File: config.mk
export PLATFORM = sky130hd
export DESIGN_NAME = spec_tag_queue
export DESIGN_NICKNAME = d
export VERILOG_FILES = /design/src/rtl/spec_tag_pkg.sv /design/src/rtl/spec_tag_fifo.sv /design/src/rtl/spec_tag_queue.sv
export SDC_FILE = /design/constraint.sdc
export NUM_CORES = 1
export LEC_CHECK = 0
export BUFFER_PORTS_ARGS = -buffer_cell sky130_fd_sc_hd__buf_2
export CAP_MARGIN = 20
export CORE_MARGIN = 2
export CORE_UTILIZATION = 35
export CTS_BUF_LIST = sky130_fd_sc_hd__clkbuf_8
export DETAILED_ROUTE_END_ITERATION = 12
export PLACE_DENSITY_LB_ADDON = 0.25
export SLEW_MARGIN = 30
export SYNTH_ARGS = -nofsm -noshare
export SYNTH_HDL_FRONTEND = slang
export SYNTH_SLANG_ARGS = --single-unit
File: constraint.sdc
create_clock -name clk -period 2.35 [get_ports clk]
set_input_delay 0.235 -clock clk [delete_from_list [all_inputs] [get_ports clk]]
set_output_delay 0.235 -clock clk [all_outputs]
set_load 0.005 [all_outputs]
File: src/rtl/spec_tag_pkg.sv
// Shared types for the speculative tag queue: default tag width, tag type, resolve decode.
// Pure definitions; no logic, latency or flow control of its own.
package spec_tag_pkg;

  localparam int SPEC_TAG_W = 4;

  typedef logic [SPEC_TAG_W-1:0] spec_tag_t;

  typedef enum logic [1:0] {
    RES_NONE,
    RES_OK,
    RES_MISPRED
  } resolve_kind_e;

  function automatic logic [15:0] sat_inc16(input logic [15:0] v);
    return (v == 16'hFFFF) ? v : v + 16'd1;
  endfunction

endpackage

File: src/rtl/spec_tag_fifo.sv
// Circular tag buffer with push/pop/flush; head is combinational from storage, count/pointers update next cycle.
// Push is dropped when full and pop when empty; flush wins over a same-cycle push.
module spec_tag_fifo #(
  parameter int DEPTH = 8,
  parameter int W     = 4
) (
  input  logic                       clk,
  input  logic                       rst_n,
  input  logic                       push_i,
  input  logic [W-1:0]               push_dat_i,
  input  logic                       pop_i,
  input  logic                       flush_i,
  output logic [W-1:0]               head_o,
  output logic [$clog2(DEPTH):0]     count_o,
  output logic                       full_o,
  output logic                       empty_o
);

  localparam int AW = $clog2(DEPTH);
  localparam int CW = AW + 1;

  logic [W-1:0]  mem_q [DEPTH];
  logic [AW-1:0] rd_ptr_q, rd_ptr_d;
  logic [AW-1:0] wr_ptr_q, wr_ptr_d;
  logic [CW-1:0] count_q, count_d;
  logic          do_push, do_pop;

  assign full_o  = (count_q == CW'(DEPTH));
  assign empty_o = (count_q == '0);
  assign do_push = push_i && !full_o && !flush_i;
  assign do_pop  = pop_i && !empty_o && !flush_i;
  assign head_o  = mem_q[rd_ptr_q];
  assign count_o = count_q;

  always_comb begin
    rd_ptr_d = rd_ptr_q;
    wr_ptr_d = wr_ptr_q;
    count_d  = count_q;
    if (flush_i) begin
      rd_ptr_d = '0;
      wr_ptr_d = '0;
      count_d  = '0;
    end else begin
      if (do_push) wr_ptr_d = wr_ptr_q + AW'(1);
      if (do_pop)  rd_ptr_d = rd_ptr_q + AW'(1);
      case ({do_push, do_pop})
        2'b10:   count_d = count_q + CW'(1);
        2'b01:   count_d = count_q - CW'(1);
        default: count_d = count_q;
      endcase
    end
  end

  always_ff @(posedge clk or negedge rst_n) begin
    if (!rst_n) begin
      rd_ptr_q <= '0;
      wr_ptr_q <= '0;
      count_q  <= '0;
    end else begin
      rd_ptr_q <= rd_ptr_d;
      wr_ptr_q <= wr_ptr_d;
      count_q  <= count_d;
    end
  end

  // Storage needs no reset: occupancy alone decides which slots are live.
  always_ff @(posedge clk) begin
    if (do_push) mem_q[wr_ptr_q] <= push_dat_i;
  end

endmodule

File: src/rtl/spec_tag_queue.sv
// Speculative tag allocator/queue; issue path is combinational, commit/misspec broadcasts register one cycle later.
// Issue is refused when full or during a mispredict resolve; SPEC_TAG_STATS_EN adds saturating event counters.
module spec_tag_queue
  import spec_tag_pkg::*;
#(
  parameter int DEPTH = 8,
  parameter int TAG_W = SPEC_TAG_W
) (
  input  logic                     clk,
  input  logic                     rst_n,
  input  logic                     issue_valid,
  output logic                     issue_ready,
  output logic [TAG_W-1:0]         issue_tag,
  input  logic                     resolve_valid,
  input  logic                     resolve_mispred,
  output logic                     l_valid,
  output logic [TAG_W-1:0]         l_status,
  output logic                     commit_valid,
  output logic [TAG_W-1:0]         commit_tag,
  output logic [$clog2(DEPTH):0]   count,
  output logic                     resolve_err
`ifdef SPEC_TAG_STATS_EN
  ,
  output logic [15:0]              mispred_cnt,
  output logic [15:0]              commit_cnt
`endif
);

  localparam int CW = $clog2(DEPTH) + 1;

  logic [TAG_W-1:0] next_tag_q, next_tag_d;
  logic             l_valid_q, l_valid_d;
  logic [TAG_W-1:0] l_status_q, l_status_d;
  logic             commit_valid_q, commit_valid_d;
  logic [TAG_W-1:0] commit_tag_q, commit_tag_d;
  logic             resolve_err_q, resolve_err_d;

  logic [TAG_W-1:0] head_tag;
  logic [CW-1:0]    fifo_count;
  logic             fifo_full, fifo_empty;
  logic             issue_fire;
  resolve_kind_e    res_kind;

  // Readiness deliberately ignores a same-cycle pop so the full case never chains pop into push.
  assign issue_ready = !fifo_full && !(resolve_valid && resolve_mispred);
  assign issue_tag   = next_tag_q;
  assign issue_fire  = issue_valid && issue_ready;

  always_comb begin
    res_kind = RES_NONE;
    if (resolve_valid && !fifo_empty) begin
      res_kind = resolve_mispred ? RES_MISPRED : RES_OK;
    end
  end

  spec_tag_fifo #(
    .DEPTH (DEPTH),
    .W     (TAG_W)
  ) u_fifo (
    .clk        (clk),
    .rst_n      (rst_n),
    .push_i     (issue_fire),
    .push_dat_i (next_tag_q),
    .pop_i      (res_kind == RES_OK),
    .flush_i    (res_kind == RES_MISPRED),
    .head_o     (head_tag),
    .count_o    (fifo_count),
    .full_o     (fifo_full),
    .empty_o    (fifo_empty)
  );

  always_comb begin
    next_tag_d     = next_tag_q;
    l_valid_d      = 1'b0;
    l_status_d     = l_status_q;
    commit_valid_d = 1'b0;
    commit_tag_d   = commit_tag_q;
    resolve_err_d  = resolve_err_q;

    // Tags are never rewound, so a flushed tag cannot alias a live or stale downstream copy.
    if (issue_fire) next_tag_d = next_tag_q + TAG_W'(1);

    case (res_kind)
      RES_OK: begin
        commit_valid_d = 1'b1;
        commit_tag_d   = head_tag;
      end
      RES_MISPRED: begin
        l_valid_d  = 1'b1;
        l_status_d = head_tag;
      end
      default: ;
    endcase

    if (resolve_valid && fifo_empty) resolve_err_d = 1'b1;
  end

  always_ff @(posedge clk or negedge rst_n) begin
    if (!rst_n) begin
      next_tag_q     <= '0;
      l_valid_q      <= 1'b0;
      l_status_q     <= '0;
      commit_valid_q <= 1'b0;
      commit_tag_q   <= '0;
      resolve_err_q  <= 1'b0;
    end else begin
      next_tag_q     <= next_tag_d;
      l_valid_q      <= l_valid_d;
      l_status_q     <= l_status_d;
      commit_valid_q <= commit_valid_d;
      commit_tag_q   <= commit_tag_d;
      resolve_err_q  <= resolve_err_d;
    end
  end

  assign l_valid      = l_valid_q;
  assign l_status     = l_status_q;
  assign commit_valid = commit_valid_q;
  assign commit_tag   = commit_tag_q;
  assign count        = fifo_count;
  assign resolve_err  = resolve_err_q;

`ifdef SPEC_TAG_STATS_EN
  logic [15:0] mispred_cnt_q, mispred_cnt_d;
  logic [15:0] commit_cnt_q, commit_cnt_d;

  // Counters advance on the same edge that raises the pulse, so they track the pulses exactly.
  always_comb begin
    mispred_cnt_d = mispred_cnt_q;
    commit_cnt_d  = commit_cnt_q;
    if (l_valid_d)      mispred_cnt_d = sat_inc16(mispred_cnt_q);
    if (commit_valid_d) commit_cnt_d  = sat_inc16(commit_cnt_q);
  end

  always_ff @(posedge clk or negedge rst_n) begin
    if (!rst_n) begin
      mispred_cnt_q <= '0;
      commit_cnt_q  <= '0;
    end else begin
      mispred_cnt_q <= mispred_cnt_d;
      commit_cnt_q  <= commit_cnt_d;
    end
  end

  assign mispred_cnt = mispred_cnt_q;
  assign commit_cnt  = commit_cnt_q;
`endif

endmodule
### Yosys cells after proc, flatten, opt, wreduce, memory -nomap -nowiden

Memories as Yosys holds them, arrays and structs flattened.
Index checks and enable logic that the tools add are counted.

* register bits: 25
* memory bits (writable): 32
* bits of input ports: 5
* output and inout port bits: 20
* word-level logic and storage cells: 49
* memories: 1

* $add $sub $neg: 5
* eq/ne operators: 5
* mux-type cells: 12
* reductions and logical operators: 17

Memory list
* u_fifo.mem_q: depth 8, bits a word 4, read ports 1, clocked after Yosys merged registers in 0, wr ports 1, RTL line spec_tag_fifo.sv:22 `logic [W-1:0] mem_q [DEPTH];`

Operator list (number)
* $mux 3: 4
* $logic_and 1x1->1: 9
* $add 4x1->4 const B: 2
* $pmux 4 s2: 1
* $add 3x1->3 const B: 2
* $eq 2x1->1 const B: 2
* $eq 2x2->1 const B: 2
* $eq 4x4->1 const B: 1
* $logic_not 1->1: 4
* $logic_not 4->1: 1
* $mux 1: 4
* $mux 2: 2
* $mux 4: 1
* $reduce_bool 2->1: 2
* $sub 4x1->4 const B: 1
* $reduce_bool 3->1: 1

### Logic depth before layout (Yosys ltp)

* word-level depth: 10
* depth in mapped cells: 10
* mapped depth without buffers: 9

### Hierarchy

A second synthesis with hierarchy kept.

* cells, all modules: 162
* area total of the unflattened synthesis: 2499.9 um^2

By module, submodules not included
* spec_tag_fifo: instances 1, cells an instance 124, area an instance 1906.8 um^2, seq. area each 1211.2 um^2
* spec_tag_queue: instances 1, cells an instance 38, area an instance 593.1 um^2, seq. area each 375.4 um^2

### Worst setup path after synthesis

Ideal clock, no wire load.

* path kind: register -> register
* start: reg u_fifo.count_q[2] (netlist: u_fifo.count_o[2])
* end: reg u_fifo.count_q[3] (netlist: u_fifo.count_o[3])
* setup time: 0.077 ns
* data arrival time: 2.523 ns
* data required time: 2.273 ns
* path slack: -0.251 ns
* cell stages (with the launch flop): 11
* path buffers: 1
* period minus slack after synthesis: 2.601 ns
* path through: dfrtp_1 -> o41ai_2 -> or2_2 -> buf_4 -> inv_1 -> ha_1 -> ha_1 -> a21oi_1 -> a211o_1 -> a21o_1 -> a21oi_1

* longest elaborated chain between the ends: 10
* elaborated cells on any way between the ends: 22
* those cells by class: add/sub: 2; eq/ne: 5; mux: 3; reduce/logical: 12

Ends and longest elaborated chain
* start: declaration: RTL line spec_tag_fifo.sv:25 `logic [CW-1:0] count_q, count_d;`
* start signal: assignment: RTL line spec_tag_fifo.sv:62 `count_q <= count_d;`
* $logic_not 4->1: RTL line spec_tag_fifo.sv:29 `assign empty_o = (count_q == '0);`
* $logic_not 1->1: RTL line spec_tag_fifo.sv:31, spec_tag_queue.sv:51
* $logic_and 1x1->1: RTL line spec_tag_queue.sv:51 `if (resolve_valid && !fifo_empty) begin`
* $mux 2: RTL line spec_tag_queue.sv:51
* $eq 2x1->1 or $eq 2x2->1 (tied branches): RTL line spec_tag_queue.sv:64, spec_tag_queue.sv:65
* $logic_and 1x1->1 or $logic_not 1->1 (tied branches): RTL line spec_tag_fifo.sv:31, spec_tag_fifo.sv:30
* $logic_and 1x1->1, on equally long branches: RTL line spec_tag_fifo.sv:31, spec_tag_fifo.sv:30
* $eq 2x1->1 or $eq 2x2->1 (tied branches): RTL line spec_tag_fifo.sv:46 `case ({do_push, do_pop})`
* $pmux 4 s2: RTL line spec_tag_fifo.sv:46
* $mux 4: RTL line spec_tag_fifo.sv:39 `if (flush_i) begin`

Several ways; a longest one is shown, not always the timed one.
A chain may end at the register's enable or synchronous reset.

### Worst setup path in the final report

* start: reg u_fifo.count_q[1] (netlist: u_fifo.count_o[1])
* end: reg u_fifo.count_q[3] (netlist: u_fifo.count_o[3])

The elaborated chain is that of the path after synthesis.

==> flow_summary.yaml <==
clock_tree:
  htree_levels: 3
  cts_root_buffer: "clkbuf_8"
  path_clk_slew_ps: 60
  clkLatencyLatePin_ps: 330
  cts_max_path_buffers: 2
  clock-sinks: 57
  cts_buffers: 9
  cts_tree: "yes"
sta:
  relSlewSlack: 0.619
  tns_ps: 0
  max_freq_mhz: 443
  whs_ps: 148
  drv_slew: 0
  finalClockSkew_ps: 9.89
  finalCritPeriodShare: 0.961
  finalSetupViolCount: 0
  finalHoldViolCount: 0
  post-route-min-period_ps: 2260
  worst_pin_slew_ps: 571
floorplan:
  row_count: 30
  core_um2: 6790
  die_y_um: 87.7
  io-pin-count: 25
  die_x_um: 87.7
  start_util: 0.361
  fp.dieArea_um2: 7690
detailed_routing:
  drc: 0
  wl_per_cell_um: 14.7
  first_iter_violations: 61
  antenna_left: 0
  dr.pass1.iters: 4
  vias: 1462
  viasPerCell: 4.61
  drt-total-wl_um: 4660
synth:
  syn-instance-count: 174
  synth_top_area_frac: 0.392
  synth_nets: 186
  synth-seq-area-share: 0.648
  synth_fa_ha_area_frac: 0.0388
  yosysTopAreaCell: "edfxtp_1"
  ys_ff_latch: 57
  ys_warn_count: 0
  yosysMostFrequentCell: "edfxtp_1"
  synth_edf_count: 32
  synthMuxAreaShare: 0.106
  syn-cell-area_um2: 2450
  synth_xor_area_frac: 0.0215
  synthTopCellsByArea: "edfxtp_1, dfrtp_1, mux2i_1, mux4_2, ha_1"
  synth_ff_type: "edfxtp_1"
  synth_common_cells: "edfxtp_1, dfrtp_1, nand2_1"
  synth_async_sr_flop_share: 0.439
  synth.avg_cell_area_um2: 14.1
  synthSimpleGateAreaFrac: 0.105
  synth-compound-area-share: 0.0521
  synth_top_family_by_area: "multiplexers"
  synthDistinctLibCells: 36
placed_design:
  post_dp_cell_area_um2: 2760
  dp_hpwl_um: 3340
  place.gp.congestion: 0.774
  numPortBuffers: 24
setup_path:
  crit_slowest_cell: "or4b_4"
  crit_fanout: 5
  rrSetupSlack_ps: 90
  crit_required_ps: 2600
  crit_arrival_ps: 2510
  cp_num_buf_inv: 1
  worstPathCellList: "or4b_4 > and3_4 > clkinv_2 > ha_4 > ha_1 > a21oi_2 > a211o_1 > a21o_1 > a21oi_1"
  crit_family: "simple AND/OR/NAND/NOR gates"
  critical_path_class: "flip-flop to flip-flop"
  crit_path_start_kind: "flip-flop"
  worst_path_largest_cell_delay_ps: 500
  end_kind: "flip-flop"
finish:
  nNetsFinal: 228
  num_antenna_cells: 0
  syn_to_final_growth_pct: 22.5
  design_area_um2: 3000
  drive_gt1_frac: 0.308
global_routing:
  grt_max_degree: 26
  grt_pass1_wl_um: 7900
  grt_pass1_vias: 1509
  grt_usage: 0.141
  antenna_found_initial: 0
  grt-ovfl-total: 0
run:
  drv_cap: 0
power_and_ir_drop:
  powerDensity_nw_per_um2: 1240
  ir_worst_vdd_mv: 0.458
  cellLeakagePower_nw: 1.23
hold_path:
  hold_class: "input pin to flip-flop"
status:
  status: "complete, no violations"
power by group:
group          switching, W  total, W  internal [W]  leakage [nW]
Sequential         0.000269   0.00166       0.00139         0.599
Combinational      0.000546   0.00111      0.000559         0.510
Clock              0.000359  0.000970      0.000611         0.118
logic make-up (layout without fill, tap and decap cells):
group | count (synthesis) | after routing
AO/OA/AOI/OAI | 20 | 20
XOR/XNOR | 6 | 6
adder cells (fa/ha/maj) | 7 | 7
buffers and inverters | 11 | 58
flip-flops | 57 | 57
multiplexers | 21 | 21
AND/OR/NAND/NOR | 52 | 52
state kept, by name (all words and copies together) (netlist names):
name	count
commit_tag	4
commit_valid	1
issue_tag	4
l_status	4
l_valid	1
resolve_err	1
u_fifo.count_o	4
u_fifo.mem_q	32
u_fifo.rd_ptr_q	3
u_fifo.wr_ptr_q	3
path summary, 6_finish.rpt:
check	cells past startpoint	from	to
setup / recovery	9	u_fifo.count_o[1]	u_fifo.count_o[3]
hold / removal	2	resolve_mispred	u_fifo.rd_ptr_q[2]
setup reg to reg	9	u_fifo.count_o[1]	u_fifo.count_o[3]
hold reg to reg	1	resolve_err	resolve_err
max in group asynchronous	2	rst_n	u_fifo.count_o[3]
min in group asynchronous	2	rst_n	l_status[2]
repair_timing:
item,4_1_cts,5_1_grt
gates resized for setup,0,2
setup endpoints to repair,0,1
hold buffers,1,0
hold endpoints to repair,25,0
setup buffers,0,2
metrics by stage:
step                total power [W]  setup WS [ps]  utilization  std cells
floorplan                   0.00238          -44.4            -        174
global placement            0.00275           88.7        0.406        298
CTS                         0.00377           24.5        0.439        315
detailed placement          0.00279           50.4        0.406        298
global route                0.00401          -15.9        0.442        317
finish                      0.00373           90.9        0.442        317
cells in the final DEF, fill, tap and decap left out, types with 4 or more instances in the layout:
cell type	n
buf_2	24
buf_4	12
clkbuf_8	10
dfrtp_1	23
edfxtp_1	32
ha_1	4
inv_1	6
mux2i_1	17
mux4_2	4
nand2_1	20
nand3_1	4
nor2_1	11
o21ai_1	8
xnor2_1	4
final cells by class:
cell class,instances,area (um^2)
Clock buffer,10,138
Multi-Input combinational cell,106,840
Tap cell,96,120
Sequential cell,57,1590
Fill cell,642,3790
Clock inverter,6,75.1
Timing Repair Buffer,37,220
Inverter,5,20.0
worst register-to-register path: stages (launching register included):
cell and delay [ps]:
dfrtp_2 440, or4b_4 500, and3_4 210, clkinv_2 60, ha_4 170, ha_1 170, a21oi_2 60, a211o_1 300
a21o_1 160, a21oi_1 110
metal layers:
layer / GRT usage / vias to the layer above / wire length [um]
li1: - / 717 / -
met2: 0.226 / 38 / 2310
met4: 0.0629 / 0 / 53
met1: 0.181 / 700 / 2150
met5: 0 / - / 0
met3: 0.0339 / 7 / 150
(Power assumes the default switching activity.)
